[src/rtl/trigger_detector.sv]
// Threshold-crossing trigger with hysteresis, holdoff and optional auto-rearm.
// The sample stream is forwarded with one clock of latency so that trigger lines up with the crossing sample.
module trigger_detector #(
  parameter int unsigned SAMPLE_DATA_WIDTH = 8,
  parameter int unsigned HOLDOFF_WIDTH     = 16,
  parameter int unsigned COUNT_WIDTH       = 16
) (
  input  logic                         clk,
  input  logic                         rst,
  input  logic                         axiiv,
  input  logic [SAMPLE_DATA_WIDTH-1:0] axiid,
  input  logic                         arm,
  input  logic                         disarm,
  input  logic [1:0]                   mode,
  input  logic                         auto_rearm,
  input  logic [SAMPLE_DATA_WIDTH-1:0] threshold,
  input  logic [SAMPLE_DATA_WIDTH-1:0] hysteresis,
  input  logic [HOLDOFF_WIDTH-1:0]     holdoff,
  output logic                         axiov,
  output logic [SAMPLE_DATA_WIDTH-1:0] axiod,
  output logic                         trigger,
  output logic                         armed,
  output logic [COUNT_WIDTH-1:0]       trigger_count
);

  localparam logic [HOLDOFF_WIDTH-1:0] HoldOne = {{(HOLDOFF_WIDTH-1){1'b0}}, 1'b1};
  localparam logic [COUNT_WIDTH-1:0]   CntOne  = {{(COUNT_WIDTH-1){1'b0}}, 1'b1};

  typedef enum logic [2:0] {StIdle, StSeekPre, StSeekRise, StSeekFall, StHoldoff} state_e;

  state_e                       state_q, state_d;
  logic [1:0]                   mode_q;
  logic                         auto_rearm_q;
  logic [SAMPLE_DATA_WIDTH-1:0] threshold_q, hysteresis_q;
  logic [HOLDOFF_WIDTH-1:0]     holdoff_q;
  logic [HOLDOFF_WIDTH-1:0]     hold_cnt_q, hold_cnt_d;
  logic [COUNT_WIDTH-1:0]       count_q, count_d;
  logic                         axiov_q, trigger_q;
  logic [SAMPLE_DATA_WIDTH-1:0] axiod_q;

  logic                         arm_go, fire, rise_ok, fall_ok;
  logic [SAMPLE_DATA_WIDTH:0]   low_ext, high_ext;
  logic [SAMPLE_DATA_WIDTH-1:0] low_lvl, high_lvl;
  state_e                       rearm_state;

  // arm is only honoured in IDLE, and disarm overrides it.
  assign arm_go      = (state_q == StIdle) && arm && !disarm;
  assign rise_ok     = (mode_q != 2'b01);
  assign fall_ok     = (mode_q == 2'b01) || (mode_q == 2'b10);
  assign rearm_state = auto_rearm_q ? StSeekPre : StIdle;

  // Saturating hysteresis band around the latched threshold.
  always_comb begin
    low_ext  = {1'b0, threshold_q} - {1'b0, hysteresis_q};
    high_ext = {1'b0, threshold_q} + {1'b0, hysteresis_q};
    low_lvl  = low_ext[SAMPLE_DATA_WIDTH]  ? '0 : low_ext[SAMPLE_DATA_WIDTH-1:0];
    high_lvl = high_ext[SAMPLE_DATA_WIDTH] ? '1 : high_ext[SAMPLE_DATA_WIDTH-1:0];
  end

  // State register.
  always_ff @(posedge clk) begin
    if (rst) begin
      state_q    <= StIdle;
      hold_cnt_q <= '0;
    end else begin
      state_q    <= state_d;
      hold_cnt_q <= hold_cnt_d;
    end
  end

  // Next-state logic.
  always_comb begin
    state_d    = state_q;
    hold_cnt_d = hold_cnt_q;
    fire       = 1'b0;
    if (disarm) begin
      state_d = StIdle;
    end else begin
      unique case (state_q)
        StIdle: begin
          if (arm) state_d = StSeekPre;
        end
        StSeekPre: begin
          if (axiiv) begin
            if (rise_ok && (axiid < low_lvl)) begin
              state_d = StSeekRise;
            end else if (fall_ok && (axiid > high_lvl)) begin
              state_d = StSeekFall;
            end
          end
        end
        StSeekRise: fire = axiiv && (axiid >= threshold_q);
        StSeekFall: fire = axiiv && (axiid <= threshold_q);
        StHoldoff: begin
          if (hold_cnt_q == '0) state_d = rearm_state;
          else                  hold_cnt_d = hold_cnt_q - HoldOne;
        end
        default: state_d = StIdle;
      endcase
      if (fire) begin
        if (holdoff_q != '0) begin
          state_d    = StHoldoff;
          hold_cnt_d = holdoff_q - HoldOne;
        end else begin
          state_d = rearm_state;
        end
      end
    end
  end

  always_comb begin
    count_d = count_q;
    if (arm_go) begin
      count_d = '0;
    end else if (fire && (count_q != '1)) begin
      count_d = count_q + CntOne;
    end
  end

  // Datapath: config latch, sample forwarding, trigger pulse, counter.
  always_ff @(posedge clk) begin
    if (rst) begin
      mode_q       <= '0;
      auto_rearm_q <= 1'b0;
      threshold_q  <= '0;
      hysteresis_q <= '0;
      holdoff_q    <= '0;
      axiov_q      <= 1'b0;
      axiod_q      <= '0;
      trigger_q    <= 1'b0;
      count_q      <= '0;
    end else begin
      if (arm_go) begin
        mode_q       <= mode;
        auto_rearm_q <= auto_rearm;
        threshold_q  <= threshold;
        hysteresis_q <= hysteresis;
        holdoff_q    <= holdoff;
      end
      axiov_q   <= axiiv;
      axiod_q   <= axiid;
      trigger_q <= fire;
      count_q   <= count_d;
    end
  end

  // Outputs.
  always_comb begin
    axiov         = axiov_q;
    axiod         = axiod_q;
    trigger       = trigger_q;
    trigger_count = count_q;
    armed         = (state_q != StIdle);
  end

endmodule

[config.mk]
export PLATFORM = sky130hd
export DESIGN_NAME = trigger_detector
export DESIGN_NICKNAME = d
export VERILOG_FILES = /design/src/rtl/trigger_detector.sv
export SDC_FILE = /design/constraint.sdc
export NUM_CORES = 1
export LEC_CHECK = 0
export CAP_MARGIN = 10
export CORE_MARGIN = 1.5
export CORE_UTILIZATION = 50
export CTS_BUF_LIST = sky130_fd_sc_hd__clkbuf_4 sky130_fd_sc_hd__clkbuf_8
export CTS_CLUSTER_SIZE = 30
export DETAILED_ROUTE_END_ITERATION = 6
export GPL_TIMING_DRIVEN = 0
export PLACE_DENSITY = 0.71
export SKIP_CTS_REPAIR_TIMING = 1
export SLEW_MARGIN = 25
export SYNTH_ARGS = -nofsm -noshare
export SYNTH_HDL_FRONTEND = slang
export SYNTH_SLANG_ARGS = --single-unit
[constraint.sdc]
create_clock -name clk -period 4.5 [get_ports clk]
set_clock_uncertainty 0.2 [all_clocks]
set_input_delay 1.35 -clock clk [delete_from_list [all_inputs] [get_ports clk]]
set_output_delay 1.35 -clock clk [all_outputs]
set_load 0.02 [all_outputs]
-- Yosys cells after proc, flatten, opt, wreduce, memory -nomap -nowiden
Cells that the tools add are included.
- equality and inequality tests: 13
- magnitude comparators: 4
- reductions and logical operators: 17
- multiplexer cells: 18
- add/subtract/negate cells: 5
- operators with widths (operator ; number):
    $mux W16 ; 4
    $sub A16 B1 Y16 const B ; 2
    $mux W3 ; 7
    $add A16 B1 Y16 const B ; 1
    $logic_not A16 Y1 ; 1
    $mux W8 ; 2
    $ne A16 B16 Y1 const B ; 1
    $reduce_bool A16 Y1 ; 1
    $pmux W3 S4 ; 1
    $add A8 B8 Y9 ; 1
    $sub A8 B8 Y9 ; 1
    $ge A8 B8 Y1 ; 1
    $gt A8 B8 Y1 ; 1
    $le A8 B8 Y1 ; 1
    $lt A8 B8 Y1 ; 1
    $logic_and A1 B1 Y1 ; 7
    $eq A3 B2 Y1 const B ; 2
    $ne A3 B3 Y1 const B ; 2
    $reduce_or A2 Y1 ; 3
    $reduce_and A5 Y1 ; 1
    $ne A2 B1 Y1 const B ; 2
    $ne A4 B4 Y1 const B ; 1
    $eq A3 B1 Y1 const B ; 1
    $eq A3 B3 Y1 const B ; 1
    9 further kinds ; 11
- flip-flop bits (word level): 80
- word-level logic and storage cells: 68
- input port bits: 48
- output and inout bits: 27

-- Logic depth before layout (Yosys ltp)
- word-level depth: 9
- gate-level depth with buffers: 17

-- Worst setup path after synthesis
Ideal clock, no wire load.
- path type: reg-to-reg
- start point: register threshold_q[0]
- end point: register state_q[1]
- slack: 785 ps
- data arrival time: 3455 ps
- data required time: 4240 ps
- clock period less this slack: 3715 ps
- buffers on the path: 0
- cell stages (with the launch flop): 18
- library setup time: 60 ps
- path through: dfxtp_1 > ha_1 > fa_1 > nand2b_1 > a21oi_1 > o21a_1 > o21bai_1 > a21oi_1 > o31a_1 > or2_2 > ha_1 > nor2b_1 > o211ai_1 > a21oi_1 > a211oi_1 > or4b_2 > o2111ai_1 > and3_1
- cells in the longest elaborated chain, start to end: 8
- elaborated cells between the ends (all ways): 24
- those cells by class: add/sub: 2; order compare: 4; eq/ne: 5; mux: 8; reduce/logical: 5
- ends and longest elaborated chain (element ; RTL line ; text):
    start, declared ; 34 ; logic [SAMPLE_DATA_WIDTH-1:0] threshold_q, hysteresis_q;
    start signal, assigned ; 136 ; threshold_q <= threshold;
    $sub A8 B8 Y9 ; 54 ; low_ext = {1'b0, threshold_q} - {1'b0, hysteresis_q};
    $mux W8 ; 56 ; low_lvl = low_ext[SAMPLE_DATA_WIDTH] ? '0 : low_ext[SAMPLE_DATA_WIDTH-1:0];
    $lt A8 B8 Y1 ; 85 ; if (rise_ok && (axiid < low_lvl)) begin
    $logic_and A1 B1 Y1 ; 85 ;
    $mux W3 ; 85 ;
    $mux W3 ; 84 ; if (axiiv) begin
    $pmux W3 S4 ; 79 ; unique case (state_q)
    $mux W3 ; 100 ; if (fire) begin
    end signal, assigned ; 63 ; state_q <= StIdle;
    end signal, assigned ; 66 ; state_q <= state_d;
    end, declared ; 31 ; state_e state_q, state_d;
Parallel ways exist; a longest one is shown, timed or not. The select of a mux whose other input is x is not followed.
A chain may end at the register's enable or synchronous reset.

-- Worst setup path in the final report
- start point: input axiid[1]
- end point: register hold_cnt_q[13]
- cells in the longest elaborated chain, start to end: 5
- elaborated cells between the ends (all ways): 7
- those cells by class: order compare: 2; mux: 3; reduce/logical: 2
- ends and longest elaborated chain (element ; RTL line ; text):
    start, declared ; 11 ; input logic [SAMPLE_DATA_WIDTH-1:0] axiid,
    $le A8 B8 Y1 or $ge A8 B8 Y1 (tied branches) ; 93, 92 ;
    $logic_and A1 B1 Y1, on equally long branches ; 93, 92 ;
    $pmux W1 S2 * ; 79 ;
    $mux W1 * ; 76 ; if (disarm) begin
    $mux W16 * ; 100 ;
    end signal, assigned ; 67 ; hold_cnt_q <= hold_cnt_d;
    end, declared ; 36 ; logic [HOLDOFF_WIDTH-1:0] hold_cnt_q, hold_cnt_d;
Every way passes the cells marked *; elsewhere a longest branch is shown, timed or not. The select of a mux whose other input is x is not followed.

==> reports/metrics.yaml <==
critical_path:
  cp_common_cell: "a21oi_1"
  critPathSlowestCell: "clkdlybuf4s50_1"
  required_ps: 4540
  critPathMaxStageDelay_ps: 520
  critPathBufInv: 2
  worst-path-max-fanout: 10
  critPathTopFamily: "compound AO/OA/AOI/OAI gates"
  critPathCaptureType: "flip-flop"
  worstPathArrival_ps: 4320
  setup.worst_path.start_class: "input pin"
  setup.worst_path.class: "input pin to flip-flop"
  crit_chain: "clkdlybuf4s50_1, ha_1, nor2b_1, o211ai_1, a21oi_1, o21a_1, o21ai_0, clkbuf_1, a21oi_1, o41a_1"
timing:
  setup_viol: 0
  rsz0062_at_grt: "no"
  setup_ws_ps: 215
  post-route-period-util: 0.952
  maxSlewViolCount: 0
  relSlewSlack: 0.476
  max_freq_ghz: 0.233
  worst_slew_pin_slew_ps: 775
  period_minus_slack_ps: 4280
  hold_viol_final: 0
die:
  die_w_um: 105
  die-height_um: 105
  start_util: 0.522
  die-area_mm2: 0.0110
  ios: 75
  core_region_area_mm2: 0.00991
  rows: 36
pwr:
  ir_drop_mv: 0.152
  p_clk_frac: 0.324
  power_mw: 1.77
  combPwrFrac: 0.249
  switching_share: 0.317
  internal-power_mw: 1.21
  netSwitchingPower_uw: 562
  power_density_mw_per_mm2: 281
  seqPwrFrac: 0.427
  total_leakage_power_nw: 2.38
finish:
  area_delta_synth_final_pct: 21.7
  n_fill_cell: 905
  nets: 845
  final_cell_area_mm2: 0.00629
  antenna_cells: 0
  layout-drive-gt1-share: 0.0489
place:
  pre_cts_ws_ps: -394
  placed_area_mm2: 0.00607
  portBuffers: 73
  dp_hpwl_um: 10500
  routabilityCongestion: 0.857
synth:
  synth_edf_count: 0
  syn_inst: 667
  ys_async_sr_fraction: 0
  mappedNetlistNets: 761
  yosys_warnings: 0
  synth_cell_type_count: 56
  synth_flop_cell: "dfxtp_1"
  yosysSeqAreaShare: 0.310
  mappedNetlistArea_mm2: 0.00517
  synth_seq_cells: 80
  avgSynthCellArea_um2: 7.75
clock_tree:
  clk_pin_slew_ps: 80
  clk_latency_ps: 360
  cts_buffers: 9
  cts.sinks: 80
  h-tree-depth: 3
  cts-root-buf: "clkbuf_8"
  clockBufferDepth: 2
  cts_tree: "done"
global_route:
  grt_pass1_wl_um: 22900
  grt.overflow.total: 0
  grtUsageTotal: 0.255
  antenna_found_initial: 0
  grt_max_degree: 15
  grt_pass1_vias: 4701
detailed_routing:
  first_pass_iters: 5
  drtIter0Drc: 443
  ant_nets: 0
  drt-wirelength-per-cell_um: 15.5
  drc_errors: 0
  vias_per_cell: 5.82
  finalWirelength_um: 13800
  vias: 5172
flow_run:
  maxCapViolations: 0
run_status:
  status: "finished, final reports clean"
min_path:
  min_path_type: "flip-flop to flip-flop"
==> stage by stage <==
| step | instances | TNS, ps | util | hold WS (ps) |
|---|---|---|---|---|
| 3_5_place_dp | 873 | -5010 | 0.613 | 255 |
| 6_report | 889 | 0 | 0.635 | 274 |
| 3_3_place_gp | 873 | -4650 | 0.612 | 242 |
| 2_1_floorplan | 667 | 0 | - | 236 |
| 4_1_cts | 889 | -46.1 | 0.635 | 275 |
| 5_1_grt | 889 | 0 | 0.635 | 298 |
==> kinds of logic (layout without fill, tap and decap cells) <==
logic type                 Yosys count  count (layout)  synth area share
and+or+nand+nor                    277             277             0.266
AOI/OAI and AO/OA                  175             175             0.218
DFF                                 80              80             0.310
buffers and inverters               65             154            0.0501
adders and majority gates           46              46             0.114
xor gates and xnor gates            19              19            0.0322
muxes                                5               5           0.00968
==> tightest hold or removal path, cell delays in order (launching register included) <==
cell and delay (ps):
dfxtp_1 310, nand2_1 60, a21oi_1 60
==> synthesized netlist by cell type (all sizes together) (7+ instances only) <==
cell	n	area, µm²
a21o	8	60.1
o221ai	9	78.8
nor2	35	131
inv	32	120
nand4	17	106
dfxtp	80	1600
nor2b	13	81.3
nor3	21	105
o21ai	22	110
xnor2	8	70.1
or2	11	68.8
a21oi	67	335
a31oi	10	62.6
or4	13	97.6
a211oi	10	75.1
ha	44	551
and3	9	56.3
nand2	113	424
clkbuf	28	105
nor4	7	58.8
nand3	16	80.1
xor2	11	96.3
o31ai	9	67.6
==> final cells by class <==
cell class | count | area [µm²] | area share
Inverter | 33 | 124 | 0.0197
Tap cell | 133 | 166 | 0.0265
Sequential cell | 80 | 1600 | 0.255
Timing Repair Buffer | 73 | 731 | 0.116
Multi-Input combinational cell | 522 | 3320 | 0.527
Buffer | 32 | 138 | 0.0219
Clock buffer | 11 | 151 | 0.0241
Clock inverter | 5 | 63.8 | 0.0101
==> power by group through the flow <==
stage                     Clock (mW)  Sequential (mW)  Combinational [mW]
after detailed placement           0            0.772               0.434
after global routing           0.614            0.760               0.493
after floorplan                    0            0.770               0.286
after CTS                      0.577            0.755               0.438
after global placement             0            0.771               0.424
final                          0.574            0.755               0.441
==> routing by layer <==
| metal | global-route usage | part of all wire | routed length (µm) |
|---|---|---|---|
| met1 | 0.366 | 0.48 | 6560 |
| met2 | 0.400 | 0.44 | 6020 |
| met3 | 0.0368 | 0.075 | 1040 |
| met4 | 0.0675 | 0.013 | 180 |
| met5 | 0 | 0 | 0 |
==> worst paths after layout <==
path,start,endpoint,slack [ps],depth (start not counted)
hold reg to reg,mode_q[1]$_SDFFE_PP0P_,mode_q[1]$_SDFFE_PP0P_,270,2
setup reg to reg,threshold_q[0]$_SDFFE_PP0P_,state_q[1]$_SDFFE_PP0P_,430,17
hold / removal,mode_q[1]$_SDFFE_PP0P_,mode_q[1]$_SDFFE_PP0P_,270,2
setup / recovery,axiid[1],hold_cnt_q[13]$_SDFFE_PP0N_,220,10
==> flip-flops by register name (all words and copies together) (netlist names) <==
register       cells
axiod              8
trigger_count     16
trigger            1
hysteresis_q       8
hold_cnt_q        16
holdoff_q         16
mode_q             2
auto_rearm_q       1
axiov              1
threshold_q        8
state_q            3
==> cells in the final DEF, fill, tap and decap left out, types with 9 or more instances in the layout <==
cell type,n
nand4_1,17
nand2_1,113
nor3_1,21
o221ai_1,9
dfxtp_1,80
nand3_1,16
clkbuf_1,26
a21oi_1,67
xor2_1,11
nor2_1,35
or2_2,11
ha_1,44
clkdlybuf4s50_1,73
a211oi_1,10
and3_1,9
inv_1,32
nor2b_1,13
o21ai_0,22
o31ai_1,9
a31oi_1,10
or4_1,13
clkbuf_8,11
(Power assumes the default switching activity.)
